File: src/rtl/gated_bus_pkg.sv
// gated_bus_pkg: shared defaults and LC-3 bus source indices for gated_bus
package gated_bus_pkg;
  localparam int DEF_WIDTH = 16;
  localparam int DEF_NSRC = 4;
  localparam int SRC_MDR = 0;
  localparam int SRC_ALU = 1;
  localparam int SRC_PC = 2;
  localparam int SRC_MARMUX = 3;
endpackage

File: src/rtl/gated_bus_prio_enc.sv
// prio_enc: lowest-index-wins priority encoder; gate_i in, idx_o/any_o/multi_o out
module prio_enc #(
  parameter int N = 4,
  localparam int W = $clog2(N)
) (
  input  logic [N-1:0] gate_i,
  output logic [W-1:0] idx_o,
  output logic         any_o,
  output logic         multi_o
);
  always_comb begin
    idx_o = '0;
    for (int i = N - 1; i >= 0; i--) idx_o = gate_i[i] ? i[W-1:0] : idx_o;
  end
  assign any_o = |gate_i;
  assign multi_o = |(gate_i & (gate_i - 1'b1));
endmodule

File: src/rtl/gated_bus.sv
// gated_bus: priority-gated shared bus with keeper, optional output register, sticky contention flag; GATED_BUS_ERRCNT_EN adds saturating err_count
module gated_bus
  import gated_bus_pkg::*;
#(
  parameter int WIDTH = DEF_WIDTH,
  parameter int NSRC = DEF_NSRC,
  parameter int REG_OUT = 0,
  localparam int SW = $clog2(NSRC)
) (
  input  logic                       Clk,
  input  logic                       Reset,
  input  logic [NSRC-1:0]            gate,
  input  logic [NSRC-1:0][WIDTH-1:0] src_data,
  input  logic                       err_clr,
  output logic [WIDTH-1:0]           bus_out,
  output logic                       bus_valid,
  output logic [SW-1:0]              sel_idx,
  output logic                       contention,
  output logic                       contention_sticky
`ifdef GATED_BUS_ERRCNT_EN
  ,
  output logic [15:0]                err_count
`endif
);
  logic [SW-1:0] idx_d;
  logic any_d, multi_d;
  logic [WIDTH-1:0] bus_d, keeper_q;
  logic sticky_q;
  prio_enc #(.N(NSRC)) u_enc (
    .gate_i (gate),
    .idx_o  (idx_d),
    .any_o  (any_d),
    .multi_o(multi_d)
  );
  assign bus_d = any_d ? src_data[idx_d] : keeper_q;
  always_ff @(posedge Clk or posedge Reset) begin
    if (Reset) begin
      keeper_q <= '0;
      sticky_q <= 1'b0;
    end else begin
      keeper_q <= bus_d;
      sticky_q <= multi_d | (sticky_q & ~err_clr);
    end
  end
  assign contention_sticky = sticky_q;
  if (REG_OUT != 0) begin : g_reg
    logic [WIDTH-1:0] bus_q;
    logic valid_q, cont_q;
    logic [SW-1:0] idx_q;
    always_ff @(posedge Clk or posedge Reset) begin
      if (Reset) begin
        bus_q <= '0;
        valid_q <= 1'b0;
        idx_q <= '0;
        cont_q <= 1'b0;
      end else begin
        bus_q <= bus_d;
        valid_q <= any_d;
        idx_q <= idx_d;
        cont_q <= multi_d;
      end
    end
    assign bus_out = bus_q;
    assign bus_valid = valid_q;
    assign sel_idx = idx_q;
    assign contention = cont_q;
  end else begin : g_comb
    assign bus_out = bus_d;
    assign bus_valid = any_d;
    assign sel_idx = idx_d;
    assign contention = multi_d;
  end
`ifdef GATED_BUS_ERRCNT_EN
  logic [15:0] cnt_q, cnt_d;
  // clear with simultaneous contention loads 1 so that event is not lost
  assign cnt_d = err_clr ? {15'd0, multi_d} : (multi_d && cnt_q != 16'hFFFF) ? cnt_q + 16'd1 : cnt_q;
  always_ff @(posedge Clk or posedge Reset) begin
    if (Reset) cnt_q <= '0;
    else cnt_q <= cnt_d;
  end
  assign err_count = cnt_q;
`endif
endmodule

File: config.mk
export PLATFORM = sky130hd
export DESIGN_NAME = gated_bus
export DESIGN_NICKNAME = d
export VERILOG_FILES = /design/src/rtl/gated_bus_pkg.sv /design/src/rtl/gated_bus_prio_enc.sv /design/src/rtl/gated_bus.sv
export SDC_FILE = /design/constraint.sdc
export NUM_CORES = 1
export LEC_CHECK = 0
export CAP_MARGIN = 5
export CORE_MARGIN = 1
export CORE_UTILIZATION = 37
export CTS_CLUSTER_SIZE = 20
export DETAILED_ROUTE_END_ITERATION = 16
export PLACE_DENSITY = 0.86
export SLEW_MARGIN = 5
export SYNTH_ARGS = -nofsm -noshare
export SYNTH_HDL_FRONTEND = slang
export SYNTH_HIERARCHICAL = 1
export SYNTH_SLANG_ARGS = --single-unit
File: constraint.sdc
create_clock -name Clk -period 2.2 [get_ports Clk]
set_clock_uncertainty 0.05 [all_clocks]
set_input_delay 0.22 -clock Clk [delete_from_list [all_inputs] [get_ports Clk]]
set_output_delay 0.22 -clock Clk [all_outputs]
set_load 0.05 [all_outputs]
======== After elaboration in Yosys (flattened, before gate mapping) ========
Cells that the tools add are included.
Widths: inputs -> output; s select.
word-level totals
  input bits .............................. 71
  logic and storage cells ................. 17
  output and inout bits ................... 21
  register bits ........................... 17
cells by class
  magnitude comparators ................... 1
  bitwise logic cells ..................... 4
  reduce and logical (&&, ||, !) cells .... 2
  $add $sub $neg .......................... 1
  muxes and demuxes ....................... 7
operators by type and width
  kind                 number
  $bmux 16 s2          1
  $mux 16              2
  $mux 2               4
  $reduce_or 4->1      2
  $and 4x4->4          1
  $sub 4x1->4 const B  1
  $lt 2x3->1 const B   1
  $and 1x1->1          1
  $not 1->1            1
  $or 1x1->1           1

======== Depth between registers and ports, before layout ========
  depth in word-level cells ............... 7
  gate-level depth with buffers ........... 6
  gate-level depth less buffers ........... 4

======== Hierarchy ========
Netlist, hierarchy kept.
by module, submodules not included
  module     seq. area each (um^2)  instances  cells each  area an instance (um^2)
  gated_bus  425.4                  1          94          1189.9
  prio_enc   0.0                    1          10          47.5

======== Worst setup path after synthesis ========
No wires, ideal clock.
  path type ............................... input-to-reg
  from .................................... input gate[0]
  to ...................................... register keeper_q[0]
  path slack .............................. -0.691 ns
  cell stages on the path ................. 3
  data arrival time ....................... 2.621 ns
  required time ........................... 1.929 ns
  setup time .............................. 0.221 ns
  buffers on the path ..................... 0
  cells stage by stage .................... nor3_1 > nand2_2 > o221ai_1
between the ends
  cells in the longest elaborated chain, start to end .. 4
  elaborated cells on any way between the ends .. 5
  classes of those cells .................. mux: 4; reduce/logical: 1
RTL lines
  item                           line                      source
  start: declaration             gated_bus.sv:12           input logic [NSRC-1:0] gate,
  $mux 2                         gated_bus_prio_enc.sv:13  for (int i = N - 1; i >= 0; i--) idx_o = gate_i[i] ? i[W-1:0] : idx_o;
  $bmux 16 s2                    gated_bus.sv:35           assign bus_d = any_d ? src_data[idx_d] : keeper_q;
  $mux 16 (not written as such)  gated_bus.sv:35
  $mux 16 *                      gated_bus.sv:35
  named net bus_out[0]           gated_bus.sv:15           output logic [WIDTH-1:0] bus_out,
  end signal: assignment         gated_bus.sv:41           keeper_q <= bus_d;
  end: declaration               gated_bus.sv:27           logic [WIDTH-1:0] bus_d, keeper_q;
The timed path passes the listed nets; every way through them passes the cells marked *. The select of a mux whose other input is x is not followed.

======== Worst setup path after layout ========
  from .................................... input gate[1]
  to ...................................... output bus_out[10]
between the ends
  cells in the longest elaborated chain, start to end .. 5
  elaborated cells on any way between the ends .. 6
  classes of those cells .................. mux: 5; reduce/logical: 1
RTL lines
  item                           line
  $mux 2 (2 in a row)            gated_bus_prio_enc.sv:13
  $bmux 16 s2                    gated_bus.sv:35
  $mux 16 (not written as such)  gated_bus.sv:35
  $mux 16 *                      gated_bus.sv:35
  end: declaration               gated_bus.sv:15
Mark *: on every way between the ends. The rest lies on a longest branch, timed or not. The select of a mux whose other input is x is not followed.

==> results.md <==
- Number of DRC markers in iteration 0: 14
- PnR worst setup slack: 157 ps
- Area delta synth->final: 108%
- Worst path required time: 1930 ps
- Synth Warn #: 6
- Crit Path Class: input pin to output port
- Final HPWL DP: 3240 um
- Ant diodes: 0
- CP max stage cell: a21oi_4
- TritonCTS Buffers: 3
- Actual slew at the worst max-slew pin: 626 ps
- Root Buffer: clkbuf_4
- PortBufs: ~90
- Status: finished clean
- Crit path cell chain: dlygate4sd2_1 -> inv_1 -> a21oi_4 -> buf_12 -> buf_16 -> mux2i_2 -> o221ai_2 -> buf_12
- Most common cell after layout, fill and taps aside: clkdlybuf4s50_1
- Data arrival, critical path: 1770 ps
- Number of detailed-route iterations in the first pass: 4
- Cells after synthesis: 104
- Worst Setup SP: gate[1]
- WP depth: 8
- RePlAce Congestion: 0.868
- CTS tree: built
- Leak Pwr: 1.04 nW
- Max incr delay on CP: 310 ps
- Top delay family on crit path: buffers and inverters
- Nature of the critical path startpoint: input pin
- Fmax: ~500 MHz
- Vias in the first global route: 1,340
- Sink count of the clock tree: 17
- Placed inst area: 2410 um^2
- Period utilization: 92.9%
- Initial antenna violation count: 0
- DRC: 0
- Final Hold Fails: 0
- Most frequent cells in the layout: 67 x clkdlybuf4s50_1, 26 x mux2i_1, 23 x buf_12
- Flop2flop setup slack: 1320 ps
- I/O pin count: just over 90
- Final min period: around 2000 ps
- Largest net degree at the start of global routing: 18
- DIE AREA: about 3600 um^2
- Worst min path class: input pin to asynchronous set/reset pin
- Post-placement cell count: 240
- Reg clk slew, reported paths: 100 ps
- Initial Utilization: 39.9%
- CTS Hold Bufs: 0
- Clk buf depth: 2
- Crit Reg-Reg Startpoint: keeper_q[2]
- Number of synthesized register bits: 17
- Pwr/cell area: 473 nW/um^2
- Setup repair after global routing missed its margin: false
- Core Region: 3100 um^2
- Net Count, Synth: 175
- Slew Viols, Final: 0
- Post-DRT Antenna Nets: 0
- Critical Path Most Common Cell: buf_12
- Via/cell ratio: 5.10
- Row count: 20
- Dpl ws: -117 ps
- WP buf/inv: 5
- Nets: 276
- Routed WL: about 4100 um
- Die height: 59.8 um
- Layout cells sized above 1: 34.3%
- Vias: 1,265
- Sequential share of the synthesized area: between 30% and 40%
- Post-route non-filler standard cell count: 248
- First-pass GRT wire length: 6340 um
- Peak supply drop: 0.313 mV
- Worst r2r path cells: 3
- R2R Path End: keeper_q[2]
- Syn Std Cell Area: 1240 um^2
- Die X: 59.8 um
- Worst-Skew Late Latency: 290 ps
- H-tree levels: 1
- Final setup viols: 0
- CP max FO: 9
- Relative slew margins: between 50% and 60%
- GR Util All Layers: between 20 and 25%
- Worst setup EP type: output port
- Synth Area per Inst: approximately 12 um^2
- Grt ovf: 0
- DR WL/cell: 16.4 um
- Fin area: 2580 um^2
- Yosys cell types: 17
- Maxcap violations: 0
[how the worst max path moves through the flow]
stage	endpoint	slack [ps]
2_1_floorplan	keeper_q[0]	-260
3_3_place_gp	bus_out[2]	-40
3_5_place_dp	bus_out[2]	-120
4_1_cts	bus_out[8]	40
5_1_grt	bus_out[6]	90
6_report	bus_out[10]	160
[metal layers]
| metal | global-route usage (%) | vias up | share of wire, % |
|---|---|---|---|
| met5 | 0 | - | 0 |
| met4 | 8.97 | 0 | 1.5 |
| met3 | 2.38 | 4 | 5.2 |
| met2 | 51.1 | 52 | 58 |
| met1 | 24.3 | 611 | 35 |
| li1 | - | 598 | - |
[worst reg2reg max path, cell delays in order (launching register included)]
cell      delay (ps)
dfrtp_1          380
nand2b_2          70
o221ai_2         120
buf_4            160
[cell usage after synthesis, drive strengths merged]
cell type	count	share of area (%)
a21oi	2	0.81
buf	7	7.0
nor3	1	0.40
dfrtp	17	34
dlymetal6s2s	1	1.0
nand2b	18	10
nor2	2	0.61
mux2i	32	26
inv	3	0.91
o221ai	16	16
nand2	3	1.1
a21o	1	0.61
a211oi	1	0.61
[per-stage QoR]
| step | power, W | util, % | hold slack (ps) | setup TNS, ps |
|---|---|---|---|---|
| floorplan | 0.000673 | - | 96.1 | -3120 |
| global placement | 0.00101 | 77.8 | 409 | -39.0 |
| detailed placement | 0.00102 | 77.8 | 415 | -666 |
| CTS | 0.00123 | 83.0 | 270 | 0 |
| global route | 0.00127 | 83.1 | 316 | 0 |
| finish | 0.00122 | 83.1 | 251 | 0 |
[flip-flops by register name (all words and copies together) (netlist names)]
register	cells
contention_sticky	1
keeper_q	16
[report_power, final]
group          internal, W  switching (W)
Sequential        0.000349      0.0000125
Clock            0.0000676      0.0000981
Combinational     0.000370       0.000323
[area by class of cell]
type	count	area, um^2
timing repair buffer	104	1270
multi-input combinational	76	788
fill	174	523
sequential	17	425
tap	44	55.1
clock buffer	3	22.5
inverter	3	11.3
clock inverter	1	5.00
[kinds of logic (layout without fill, tap and decap cells)]
kind of cell / Yosys count / after routing / synth area share (%)
buffers and inverters: 11 / 111 / 8.90
muxes: 32 / 32 / 25.9
and+or+nand+nor: 24 / 24 / 12.4
AOI/OAI and AO/OA: 20 / 20 / 18.4
DFF: 17 / 17 / 34.4
[timing repair]
action / in CTS / in global routing
endpoints found under the setup margin: 14 / 16
resized for setup: 19 / 2
gates cloned: 1 / 0
setup buffers: 3 / 0
hold endpoints to repair: 0 / 0
pin swaps: 4 / 0
(Power assumes the default switching activity.)
